### src/rtl/gray_step_if.sv
// Handshake bundle for gray_step_decoder: Gray input and clear from the source,
// decoded position/step/error status back to the consumer.
interface gray_step_if #(
    parameter int CNT_W = 8,
    parameter int ERR_W = 4
);
    logic [3:0]       g;
    logic             clr;
    logic [3:0]       bin;
    logic [CNT_W-1:0] pos;
    logic             step;
    logic             dir;
    logic             err;
    logic [ERR_W-1:0] err_cnt;
    logic             locked;

    modport master (
        output g, clr,
        input  bin, pos, step, dir, err, err_cnt, locked
    );

    modport slave (
        input  g, clr,
        output bin, pos, step, dir, err, err_cnt, locked
    );
endinterface

### src/rtl/gray_step_decoder.sv
// 4-bit Gray decoder/tracker: single-step up/down detection, wrapping position, saturating
// error count. Define GRAY_SYNC_EN to insert a synchronizer flop ahead of g_q for async sources.
module gray_step_decoder #(
    parameter int CNT_W = 8,
    parameter int ERR_W = 4
) (
    input  logic        clk,
    input  logic        rst_n,
    gray_step_if.slave  bus
);

    typedef enum logic [1:0] {INIT, TRACK, FAULT} state_t;

    function automatic logic [3:0] gray2bin(input logic [3:0] gw);
        logic [3:0] b;
        b[3] = gw[3];
        for (int i = 2; i >= 0; i--) b[i] = b[i+1] ^ gw[i];
        return b;
    endfunction

    function automatic logic [ERR_W-1:0] sat_inc(input logic [ERR_W-1:0] c);
        return (&c) ? c : c + ERR_W'(1);
    endfunction

    logic [3:0]       g_q;
    logic [3:0]       g_p;
    logic [3:0]       diff;
    logic [3:0]       bin_new;
    logic [3:0]       bin_old;
    logic             one_bit;
    logic             step_up;

    state_t           state;
    logic [3:0]       bin_q;
    logic [CNT_W-1:0] pos_q;
    logic             step_q;
    logic             dir_q;
    logic             err_q;
    logic [ERR_W-1:0] err_cnt_q;
    logic             locked_q;

    // Input capture stage
`ifdef GRAY_SYNC_EN
    logic [3:0] g_meta;
    always_ff @(posedge clk or negedge rst_n) begin
        if (!rst_n) begin
            g_meta <= 4'd0;
            g_q    <= 4'd0;
        end else begin
            g_meta <= bus.g;
            g_q    <= g_meta;
        end
    end
`else
    always_ff @(posedge clk or negedge rst_n) begin
        if (!rst_n) g_q <= 4'd0;
        else        g_q <= bus.g;
    end
`endif

    assign diff    = g_q ^ g_p;
    assign one_bit = (diff != 4'd0) && ((diff & (diff - 4'd1)) == 4'd0);
    assign bin_new = gray2bin(g_q);
    assign bin_old = gray2bin(g_p);
    assign step_up = (bin_new == bin_old + 4'd1);

    // Classification / tracking stage; g_p follows g_q every cycle so each
    // sample is always compared against its immediate predecessor.
    always_ff @(posedge clk or negedge rst_n) begin
        if (!rst_n) begin
            state     <= INIT;
            g_p       <= 4'd0;
            bin_q     <= 4'd0;
            pos_q     <= '0;
            step_q    <= 1'b0;
            dir_q     <= 1'b0;
            err_q     <= 1'b0;
            err_cnt_q <= '0;
            locked_q  <= 1'b0;
        end else begin
            g_p    <= g_q;
            bin_q  <= bin_new;
            step_q <= 1'b0;
            err_q  <= 1'b0;
            if (bus.clr) begin
                state     <= INIT;
                pos_q     <= '0;
                err_cnt_q <= '0;
                locked_q  <= 1'b0;
            end else begin
                case (state)
                    INIT: begin
                        state    <= TRACK;
                        locked_q <= 1'b1;
                    end
                    TRACK: begin
                        if (one_bit) begin
                            step_q <= 1'b1;
                            dir_q  <= step_up;
                            pos_q  <= step_up ? pos_q + CNT_W'(1) : pos_q - CNT_W'(1);
                        end else if (diff != 4'd0) begin
                            err_q     <= 1'b1;
                            err_cnt_q <= sat_inc(err_cnt_q);
                            state     <= FAULT;
                            locked_q  <= 1'b0;
                        end
                    end
                    FAULT: ;
                    default: begin
                        state    <= INIT;
                        locked_q <= 1'b0;
                    end
                endcase
            end
        end
    end

    assign bus.bin     = bin_q;
    assign bus.pos     = pos_q;
    assign bus.step    = step_q;
    assign bus.dir     = dir_q;
    assign bus.err     = err_q;
    assign bus.err_cnt = err_cnt_q;
    assign bus.locked  = locked_q;

endmodule
### src/flat_wrapper.sv
// flat-port wrapper written by rule: the top's interface ports become plain ports
module gray_step_decoder_flat 
#(
    parameter int CNT_W = 8,
    parameter int ERR_W = 4
)
  (clk, rst_n, bus_g, bus_clr, bus_bin, bus_pos, bus_step, bus_dir, bus_err, bus_err_cnt, bus_locked);
  gray_step_if #(.CNT_W(CNT_W), .ERR_W(ERR_W)) bus_i ();
  input  logic clk;
  input  logic rst_n;
  input wire logic [$bits(bus_i.g)-1:0] bus_g;
  input wire logic [$bits(bus_i.clr)-1:0] bus_clr;
  output wire logic [$bits(bus_i.bin)-1:0] bus_bin;
  output wire logic [$bits(bus_i.pos)-1:0] bus_pos;
  output wire logic [$bits(bus_i.step)-1:0] bus_step;
  output wire logic [$bits(bus_i.dir)-1:0] bus_dir;
  output wire logic [$bits(bus_i.err)-1:0] bus_err;
  output wire logic [$bits(bus_i.err_cnt)-1:0] bus_err_cnt;
  output wire logic [$bits(bus_i.locked)-1:0] bus_locked;
  assign bus_i.g = bus_g;
  assign bus_i.clr = bus_clr;
  assign bus_bin = bus_i.bin;
  assign bus_pos = bus_i.pos;
  assign bus_step = bus_i.step;
  assign bus_dir = bus_i.dir;
  assign bus_err = bus_i.err;
  assign bus_err_cnt = bus_i.err_cnt;
  assign bus_locked = bus_i.locked;
  gray_step_decoder #(.CNT_W(CNT_W), .ERR_W(ERR_W)) u_core (.clk(clk), .rst_n(rst_n), .bus(bus_i));
endmodule
### config.mk
export PLATFORM = sky130hd
export DESIGN_NAME = gray_step_decoder_flat
export DESIGN_NICKNAME = d
export VERILOG_FILES = /design/src/rtl/gray_step_if.sv /design/src/rtl/gray_step_decoder.sv /design/src/flat_wrapper.sv
export SDC_FILE = /design/constraint.sdc
export NUM_CORES = 1
export LEC_CHECK = 0
export BUFFER_PORTS_ARGS = -buffer_cell sky130_fd_sc_hd__clkbuf_2
export CAP_MARGIN = 20
export CORE_ASPECT_RATIO = 1.1
export CORE_MARGIN = 2
export CORE_UTILIZATION = 55
export CTS_BUF_LIST = sky130_fd_sc_hd__clkbuf_2
export DETAILED_ROUTE_END_ITERATION = 8
export PLACE_DENSITY_LB_ADDON = 0.05
export SKIP_LAST_GASP = 1
export SLEW_MARGIN = 15
export SYNTH_ARGS = -nofsm -noshare
export SYNTH_HDL_FRONTEND = slang
export SYNTH_SLANG_ARGS = --single-unit
### constraint.sdc
create_clock -name clk -period 4.35 [get_ports clk]
set_input_delay 0.87 -clock clk [delete_from_list [all_inputs] [get_ports clk]]
set_output_delay 0.87 -clock clk [all_outputs]
set_load 0.05 [all_outputs]
# --- Yosys cells after proc, flatten, opt, wreduce, memory -nomap -nowiden ---
# Index checks and enable logic that the tools add are counted.
op_classes:
  add_sub_neg: 5
  n_eq_ne: 8
  muxes: 24
  bitwise: 9
  reduce_logical: 12
op_table:
  columns: ["op", "n"]
  rows:
  - ["two-way mux 8 bit", 4]
  - ["two-way mux 4 bit", 5]
  - ["two-way mux 1 bit", 10]
  - ["adder 4 x 1 -> 4 bit, second input constant", 2]
  - ["adder 8 x 1 -> 8 bit, second input constant", 1]
  - ["AND reduction 4 bit", 2]
  - ["subtractor 8 x 1 -> 8 bit, second input constant", 1]
  - ["two-way mux 2 bit", 3]
  - ["!= test 2 bit, second input constant", 3]
  - ["one-hot mux 2 bit (3 select lines)", 1]
  - ["AND reduction 3 bit", 2]
  - ["nonzero test 2 bit", 3]
  - ["XOR 1 bit", 6]
  - ["AND 4 bit", 1]
  - ["== test 4 bit", 1]
  - ["zero test 4 bit", 1]
  - ["nonzero test 4 bit", 1]
  - ["subtractor 4 x 1 -> 4 bit, second input constant", 1]
  - ["XOR 4 bit", 1]
  - ["!= test 3 x 2 -> 1 bit, second input constant", 1]
  - ["!= test 3 bit, second input constant", 1]
  - ["one-hot mux 1 bit (3 select lines)", 1]
  - ["== test 2 x 1 -> 1 bit, second input constant", 1]
  - ["== test 2 bit, second input constant", 1]
  - ["other kinds (4)", 4]
word_totals:
  reg_bits: 30
  in_bits: 7
  output_inout_bits: 20
  word_cells: 68

# --- Logic depth before layout (Yosys ltp) ---
# Gate-level depths: netlist (run 1).
logic_depth:
  ltp_word: 9
  ltp_mapped: 14
  mapped_depth_nobuf: 14

# --- Least setup slack after synthesis (run 1) ---
# OpenSTA, ideal clock, no wires.
synth_path:
  kind: "reg2reg"
  from: "register u_core.bus.bin[3] (netlist name)"
  to: "register u_core.pos_q[6] (netlist: u_core.bus.pos[6])"
  arrival_time_ps: 3286
  required_time_ps: 4268
  path_slack_ps: 982
  stages_incl_launch_ff: 15
  synth_period_minus_slack_ps: 3368
  cell_sequence: "dfrtp_1 > xor2_1 > ha_1 > xnor2_1 > mux2i_1 > mux2_2 > a31oi_2 > inv_1 > ha_1 > nor2b_1 > o21ai_0 > a21boi_0 > o21ai_0 > a211o_1 > a31oi_1"
synth_rtl:
  columns: ["element", "line", "text"]
  rows:
  - ["end signal: assignment", "gray_step_decoder.sv:100", "pos_q <= step_up ? pos_q + CNT_W'(1) : pos_q - CNT_W'(1);"]
  - ["end: declaration", "gray_step_decoder.sv:35", "logic [CNT_W-1:0] pos_q;"]

==> flow_summary.yaml, run 1 <==
grt:
  track_usage_pct: 19.1
  grt_max_degree: 29
  grt_antenna_before_repair: 0
  grt_pass1_wl_microns: 5170
  grt-ovfl-total: 0
  grt_pass1_vias: 1216
logic_synthesis:
  yosysWarnings: 0
  synth_cell_types: 48
  synth_edf_count: 0
  synthArstFlopShare_pct: 100
  ys_seq_elements: 28
  yosysTopAreaCell: "dfrtp_1"
  netlist_area_sq_um: 1640
  synth_xor_area_share_pct: 9.91
  synth.top_cell.area_share_pct: 42.7
  synth-simple-area-share_pct: 18.4
  synth_top_family_by_area: "simple AND/OR/NAND/NOR gates"
  yosysSeqAreaShare_pct: 42.7
  synthTopCellsByArea: "dfrtp_1 43%, ha_1 6.1%, xor2_1 5.3%"
  synth_cells: 159
  ys.flop_type: "dfrtp_1"
  synthMuxAreaShare_pct: 6.40
  synth-compound-area-share_pct: 12.0
  syn_area_per_cell_sq_um: 10.3
  syn_nets: 175
  synthAdderAreaFrac_pct: 7.32
clock_network:
  cts_tree: "yes"
  ctsRootBufferMaster: "clkbuf_2"
  clockBufferDepth: 2
  cts_hold_repair.buffers: 0
  insertion_delay_ps: 360
  cts_buffers: 3
  cts.repair.resized: 0
  cts_htree_levels: 1
  path_clk_slew_ps: 260
  cts.sinks: 28
  post_cts_buffers: 0
timing:
  setup_ws_ps: 598
  rsz0062_at_grt: "false"
  worst_pin_slew_ps: 687
  setup_tns_ps: 0
  min_period_ps: 3750
  timing.final.crit_share_pct: 86.3
  slew_headroom_pct: 54.2
  slew_viol_final: 0
  finalHoldViolCount: 0
  max_freq_mhz: 267
  finalSetupViolations: 0
  fin_skew_ps: 8.31
floorplanning:
  start_util_pct: 58.6
  die_h_microns: 61.3
  dieArea_sq_um: 3440
  die_w_microns: 56.1
  io_pins: 27
  row_count: 20
  coreArea_sq_um: 2800
drt:
  drtAntennaViolNets: 0
  vias: 1251
  drt_pass1_iterations: 4
  wl_per_cell_microns: 13.7
  routed_via_density: 5.76
  drt_iter0_markers: 81
  wirelength_microns: 2970
  drc: 0
flow_run:
  drv_cap: 0
outcome:
  status: "complete, no violations"
worst_setup_path:
  end_kind: "flop"
  cp.required_ps: 4660
  cp_max_fo: 6
  cp.arrival_ps: 4060
  path_class: "reg2reg"
  startpoint_type: "flop"
hold_path:
  min_path_type: "reg2reg"
power:
  p_per_area_nw_per_um2: 408
  power_leakage_nw: 0.838
  ir_drop_mv: 0.249
  power_uw: 735
cells_and_area:
  antenna_cells: 0
  drive_gt1_share_pct: 20.1
  instances_no_fill: 217
  areaGrowthSynthToFinish_pct: 9.68
  fin_nets: 201
  fin_util_pct: 64.2
  fill_cells: 245
place:
  placed_cells: 213
  gp_congestion: 0.809
  dp_hpwl_microns: 2230
  detailedPlace.worstSlack_ps: 660
  port_buffers: 26
[flip-flops by register name (all words and copies together) (netlist names)]
register / count
u_core.g_p: 3
u_core.bus.dir: 1
u_core.bus.pos: 8
u_core.state: 1
u_core.bus.err_cnt: 4
u_core.bus.locked: 1
u_core.g_q: 4
u_core.bus.bin: 4
u_core.bus.step: 1
u_core.bus.err: 1
[stage by stage]
| stage | hold slack [ps] | instance area, sq um |
|---|---|---|
| after detailed placement | 441 | 1780 |
| after floorplan | 420 | 1640 |
| after global placement | 428 | 1780 |
| final | 474 | 1800 |
| after CTS | 468 | 1800 |
| after global routing | 480 | 1800 |
[power by group]
part / switching (mW) / internal [mW]
clock: 0.0763 / 0.0200
sequential: 0.0253 / 0.289
combinational: 0.215 / 0.110
[final cells by class]
| type | count | area (sq um) | area share [%] |
|---|---|---|---|
| timing repair buffer | 26 | 130 | 7.23 |
| clock buffer | 3 | 15.0 | 0.834 |
| clock inverter | 1 | 3.75 | 0.208 |
| sequential | 28 | 701 | 38.9 |
| multi-input combinational | 120 | 887 | 49.3 |
| inverter | 6 | 22.5 | 1.25 |
| tap | 33 | 41.3 | 2.29 |
[placed cells by master, fill, tap and decap left out, types with 2 or more instances in the layout]
cell type  netlist  routed
or3_1            2       2
a211oi_1         2       2
ha_1             8       8
clkbuf_2         0      29
dfrtp_1         28      28
mux2i_1          6       6
inv_1            6       6
o21ai_0          7       7
nor2b_1          5       5
nand3_1          6       6
nor3_1           4       4
nor4_1           2       2
mux2_2           2       2
a21oi_1          6       6
xnor2_1          4       4
nand2_1          7       7
o21a_1           2       2
nand4_1          5       5
and2_1           2       2
xor2_1          10      10
nor2_1          15      15
a21o_1           2       2
[path summary, 6_finish.rpt]
kind,from,end,slack [ps],cells after the start
setup / recovery,u_core.bus.bin[3],u_core.bus.pos[6],600,14
hold / removal,u_core.state[1],u_core.bus.locked,470,1
setup reg to reg,u_core.bus.bin[3],u_core.bus.pos[6],600,14
hold reg to reg,u_core.state[1],u_core.bus.locked,470,1
max in group asynchronous,rst_n,u_core.g_p[2],3430,1
min in group asynchronous,rst_n,u_core.bus.pos[1],490,1
[layer usage]
layer | vias up | wire [microns] | global-route usage, %
met5 | - | 0 | 0
met4 | 0 | 25 | 7.82
met3 | 4 | 115 | 1.89
met2 | 31 | 1450 | 35.3
met1 | 598 | 1380 | 23.4
li1 | 618 | - | -
[Yosys cell counts, types with 2 or more instances]
master and n:
dfrtp_1 28, nor2_1 15, xor2_1 10, ha_1 8, nand2_1 7, o21ai_0 7
a21oi_1 6, inv_1 6, mux2i_1 6, nand3_1 6, nand4_1 5, nor2b_1 5
nor3_1 4, xnor2_1 4, a211oi_1 2, a21o_1 2, and2_1 2, clkbuf_1 2
mux2_2 2, nor4_1 2, o21a_1 2, or3_1 2
[cell families (layout without fill, tap and decap cells)]
family | after synthesis | after routing
buf+inv | 11 | 36
flops | 28 | 28
xor+xnor | 16 | 16
compound gates | 30 | 30
simple gates | 56 | 56
fa+ha+maj | 9 | 9
mux | 9 | 9
[critical path, cell delays in order, from the launching register on]
cell      delay [ps]
dfrtp_1          490
xor2_1           250
ha_1             320
xnor2_1          400
mux2i_1          130
mux2_2           290
a31oi_2          200
inv_1            160
ha_1             340
nor2b_1          170
o21ai_0          110
a21boi_0         240
o21ai_0          150
a211o_1          320
a31oi_1          150
Note: power is estimated with default switching activity, not from simulation.
==> run 2: changes to the inputs <==
--- a/config.mk
+++ b/config.mk
@@ -9,7 +9,7 @@
 export CAP_MARGIN = 20
 export CORE_ASPECT_RATIO = 1.1
 export CORE_MARGIN = 2
-export CORE_UTILIZATION = 55
+export CORE_UTILIZATION = 44
 export CTS_BUF_LIST = sky130_fd_sc_hd__clkbuf_2
 export DETAILED_ROUTE_END_ITERATION = 8
 export PLACE_DENSITY_LB_ADDON = 0.05
==> run 2 against run 1 <==
Critical endpoint unchanged. Highest routed layer unchanged. Clock skew is 2.1 ps lower. Power is 0.11% higher. Wire length is 2.6% higher. Flip-flop and latch count stayed put. Largest power group unchanged. Critical path type unchanged. Via count is 2.9% lower. Clock-buffer cell count stayed put. Core utilization is 14 points lower.
==> flow_summary.yaml, run 2 (synthesis gave the netlist of run 1 again) <==
outcome:
  status: "complete, no violations"
worst_setup_path:
  crit_path_max_incr_delay_ps: 490
  r2r_cells: 14
  path_class: "reg2reg"
  crit_path_cell_trace: "xor2_1 -> ha_1 -> xnor2_1 -> mux2i_1 -> mux2_2 -> a31oi_2 -> inv_1 -> ha_1 -> nor2b_1 -> o21ai_0 -> a21boi_0 -> o21ai_0 -> a211o_1 -> a31oi_1"
  cp.required_ps: 4650
  cp_top_family: "compound AO/OA/AOI/OAI gates"
  crit_slowest_cell: "dfrtp_1"
  cp.arrival_ps: 4210
  r2r_slack_ps: 440
  startpoint_type: "flop"
  cp_max_fo: 6
  end_kind: "flop"
  r2r-start: "u_core.bus.bin[3]"
  path_buf_inv: 1
  r2r_end: "u_core.bus.pos[6]"
floorplanning:
  start_util_pct: 45.6
  row_count: 23
  die_h_microns: 68.1
  coreArea_sq_um: 3600
  dieArea_sq_um: 4240
  io_pins: 27
  die_w_microns: 62.2
drt:
  wirelength_microns: 3050
  drc: 0
  drtAntennaViolNets: 0
  routed_via_density: 5.19
  drt_pass1_iterations: 4
  drt_iter0_markers: 44
  wl_per_cell_microns: 13.0
  vias: 1215
clock_network:
  cts.repair.resized: 0
  cts_tree: "yes"
  insertion_delay_ps: 360
  ctsRootBufferMaster: "clkbuf_2"
  cts.sinks: 28
  post_cts_buffers: 0
  cts_htree_levels: 1
  clockBufferDepth: 2
  cts_hold_repair.buffers: 0
  cts_buffers: 3
  path_clk_slew_ps: 260
timing:
  max_freq_mhz: 256
  slew_viol_final: 0
  slew_headroom_pct: 53.5
  setup_tns_ps: 0
  rsz0062_at_grt: "false"
  finalSetupViolations: 0
  fin_skew_ps: 6.23
  min_period_ps: 3910
  finalHoldViolCount: 0
  timing.final.crit_share_pct: 89.8
  worst_pin_slew_ps: 697
cells_and_area:
  drive_gt1_share_pct: 20.1
  antenna_cells: 0
  final_cell_mix: "29 x clkbuf_2, 28 x dfrtp_1, 15 x nor2_1"
  largest_reg_flops: 8
  multi_input_area_sq_um: 887
  regArea_sq_um: 701
  areaGrowthSynthToFinish_pct: 11.0
  fin_nets: 201
  fill_cells: 341
  instances_no_fill: 234
  layout_commonest_cell: "clkbuf_2"
place:
  dp_hpwl_microns: 2300
  gp_congestion: 0.847
  port_buffers: 26
  placed_cells: 230
power:
  p_per_area_nw_per_um2: 404
  ir_drop_mv: 0.172
  power_leakage_nw: 0.838
hold_path:
  hold_depth: 1
  min_path_type: "reg2reg"
  worstHoldStart: "u_core.state[1]"
  hold_path_end: "u_core.bus.locked"
grt:
  track_usage_pct: 15.3
  grt_pass1_wl_microns: 5110
  grt_antenna_before_repair: 0
  grt_max_degree: 29
  grt_pass1_vias: 1145
  grt-ovfl-total: 0
flow_run:
  drv_cap: 0
## run 2: how the worst max path moves through the flow
| stage | from | endpoint | cells past startpoint |
|---|---|---|---|
| after floorplan | u_core.bus.bin[3] | u_core.bus.pos[6] | 14 |
| after global placement | u_core.bus.bin[3] | u_core.bus.pos[6] | 14 |
| after detailed placement | u_core.bus.bin[3] | u_core.bus.pos[6] | 14 |
| after CTS | u_core.bus.bin[3] | u_core.bus.pos[6] | 14 |
| after global routing | u_core.bus.bin[3] | u_core.bus.pos[6] | 14 |
| final | u_core.bus.bin[3] | u_core.bus.pos[6] | 14 |
## run 2: area by class of cell
| cell class | count | area share [%] |
|---|---|---|
| repair buffers | 26 | 7.14 |
| inverters | 6 | 1.24 |
| clock buffers | 3 | 0.824 |
| well taps | 50 | 3.43 |
| multi-input cells | 120 | 48.7 |
| clock inverters | 1 | 0.206 |
| flip-flops and latches | 28 | 38.5 |
## run 2: stage by stage
step                hold slack [ps]  cell area, sq um  power, mW  utilization, %  worst slack [ps]
floorplan                       420              1640      0.576               -               982
global placement                433              1800      0.639            50.1               662
detailed placement              445              1800      0.645            50.1               512
CTS                             473              1820      0.744            50.6               437
global route                    496              1820      0.786            50.6              96.9
finish                          467              1820      0.735            50.6               444
## run 2: metal layers
layer	up-vias	part of all wire (%)	track usage [%]
met1	574	46	18.3
met5	-	0	0
met2	24	50	28.9
met3	4	3.4	2.30
met4	0	1.1	5.00
li1	613	-	-
## run 2: where the power goes
part	internal (mW)	total (mW)	switching, mW
sequential	0.289	0.314	0.0256
combinational	0.109	0.324	0.215
clock	0.0200	0.0971	0.0772
==> run 3: changes to the inputs <==
--- a/config.mk
+++ b/config.mk
@@ -12,7 +12,7 @@
 export CORE_UTILIZATION = 44
 export CTS_BUF_LIST = sky130_fd_sc_hd__clkbuf_2
 export DETAILED_ROUTE_END_ITERATION = 8
-export PLACE_DENSITY_LB_ADDON = 0.05
+export PLACE_DENSITY = 0.62
 export SKIP_LAST_GASP = 1
 export SLEW_MARGIN = 15
 export SYNTH_ARGS = -nofsm -noshare
==> run 3 against run 2 <==
Register-to-register slack better by 50 ps. Fmax grew 1.4%. Critical path depth unchanged. Setup slack gained 52 ps. Global-route usage is 1.1 points higher. Non-clock buffer count unchanged. Worst hold slack barely moved. Critical path type unchanged.
==> flow_summary.yaml, run 3 (synthesis gave the netlist of run 1 again) <==
outcome:
  status: "complete, no violations"
worst_setup_path:
  path_class: "reg2reg"
  end_kind: "flop"
  r2r_cells: 14
  startpoint_type: "flop"
  cp_max_fo: 6
  r2r_slack_ps: 500
  r2r-start: "u_core.bus.bin[3]"
  cp.required_ps: 4670
  r2r_end: "u_core.bus.pos[6]"
  cp.arrival_ps: 4170
timing:
  max_freq_mhz: 260
  setup_ws_ps: 497
  hold_ws_ps: 468
  setup_tns_ps: 0
  fin_skew_ps: 1.76
  min_period_ps: 3850
  slew_headroom_pct: 54.2
  slew_viol_final: 0
  finalHoldViolCount: 0
  rsz0062_at_grt: "false"
  finalSetupViolations: 0
  timing.final.crit_share_pct: 88.6
  worst_pin_slew_ps: 687
cells_and_area:
  drive_gt1_share_pct: 20.7
  fin_nets: 201
  regArea_sq_um: 701
  multi_input_area_sq_um: 887
  layout_commonest_cell: "clkbuf_2"
  fill_cells: 352
  fin_util_pct: 51.4
  final_cell_mix: "29 x clkbuf_2, 28 x dfrtp_1, 15 x nor2_1"
  largest_reg_flops: 8
  areaGrowthSynthToFinish_pct: 12.6
  antenna_cells: 0
  finish.instance_area_sq_um: 1850
  instances_no_fill: 234
grt:
  grt_antenna_before_repair: 0
  grt_pass1_vias: 1246
  grt_pass1_wl_microns: 5480
  grt-ovfl-total: 0
  grt_max_degree: 29
  track_usage_pct: 16.4
power:
  p_sw_uw: 325
  power_leakage_nw: 0.851
  p_per_area_nw_per_um2: 434
  power_frac_comb_pct: 41.0
  p_seq_share_pct: 39.2
  p_sw_share_pct: 40.5
  power_uw: 802
  ir_drop_mv: 0.302
  intPower_uw: 477
  p_clk_share_pct: 19.8
place:
  dp_hpwl_microns: 2440
  placed_cells: 230
  placed_area_sq_um: 1800
  port_buffers: 26
  detailedPlace.worstSlack_ps: 567
  gp_congestion: 0.816
drt:
  drt_iter0_markers: 49
  vias: 1255
  drtAntennaViolNets: 0
  wl_per_cell_microns: 13.6
  drc: 0
  drt_pass1_iterations: 4
  wirelength_microns: 3190
  routed_via_density: 5.36
hold_path:
  worstHoldStart: "u_core.state[1]"
  hold_path_end: "u_core.bus.locked"
  min_path_type: "reg2reg"
  hold_depth: 1
clock_network:
  cts_hold_repair.buffers: 0
  cts.sinks: 28
  post_cts_buffers: 0
  cts.repair.resized: 0
  cts_buffers: 3
  cts_htree_levels: 1
  clockBufferDepth: 2
  ctsRootBufferMaster: "clkbuf_2"
  insertion_delay_ps: 370
  cts_tree: "yes"
  path_clk_slew_ps: 270
floorplanning:
  row_count: 23
  dieArea_sq_um: 4240
  start_util_pct: 45.6
  coreArea_sq_um: 3600
  io_pins: 27
  die_w_microns: 62.2
  die_h_microns: 68.1
flow_run:
  drv_cap: 0
run 3: worst max-delay path, cell delays in order (launching register included):
cell      delay (ps)
dfrtp_1          490
xor2_1           250
ha_1             320
xnor2_1          420
mux2i_1          140
mux2_2           300
a31oi_2          210
inv_1            170
ha_1             340
nor2b_1          180
o21ai_0          110
a21boi_0         270
o21ai_0          150
a211o_1          310
a31oi_1          150
run 3: how the worst max path moves through the flow:
| stage | from | to | slack (ps) | cells after the start |
|---|---|---|---|---|
| floorplan | u_core.bus.bin[3] | u_core.bus.pos[6] | 980 | 14 |
| global placement | u_core.bus.bin[3] | u_core.bus.pos[7] | 760 | 14 |
| detailed placement | u_core.bus.bin[3] | u_core.bus.pos[5] | 570 | 14 |
| CTS | u_core.bus.bin[3] | u_core.bus.pos[6] | 520 | 14 |
| global route | u_core.bus.bin[3] | u_core.bus.pos[6] | 110 | 14 |
| finish | u_core.bus.bin[3] | u_core.bus.pos[6] | 500 | 14 |
run 3: cell type report:
class | instances | area share [%]
Tap cell | 50 | 3.39
Timing Repair Buffer | 26 | 7.04
Inverter | 6 | 1.22
Clock inverter | 1 | 1.62
Multi-Input combinational cell | 120 | 48.0
Sequential cell | 28 | 37.9
Clock buffer | 3 | 0.812
run 3: power by group through the flow:
stage | logic (mW) | clock network [mW] | registers (mW)
2_1_floorplan | 0.179 | 0 | 0.397
3_3_place_gp | 0.319 | 0 | 0.318
3_5_place_dp | 0.328 | 0 | 0.319
4_1_cts | 0.329 | 0.163 | 0.314
5_1_grt | 0.360 | 0.175 | 0.320
6_report | 0.329 | 0.159 | 0.314
run 3: layer usage:
| layer | track usage [%] | vias to the layer above | part of all wire, % |
|---|---|---|---|
| li1 | - | 618 | - |
| met1 | 19.5 | 598 | 45 |
| met2 | 30.6 | 34 | 50 |
| met3 | 2.47 | 5 | 3.9 |
| met4 | 6.67 | 0 | 1.3 |
| met5 | 0 | - | 0 |
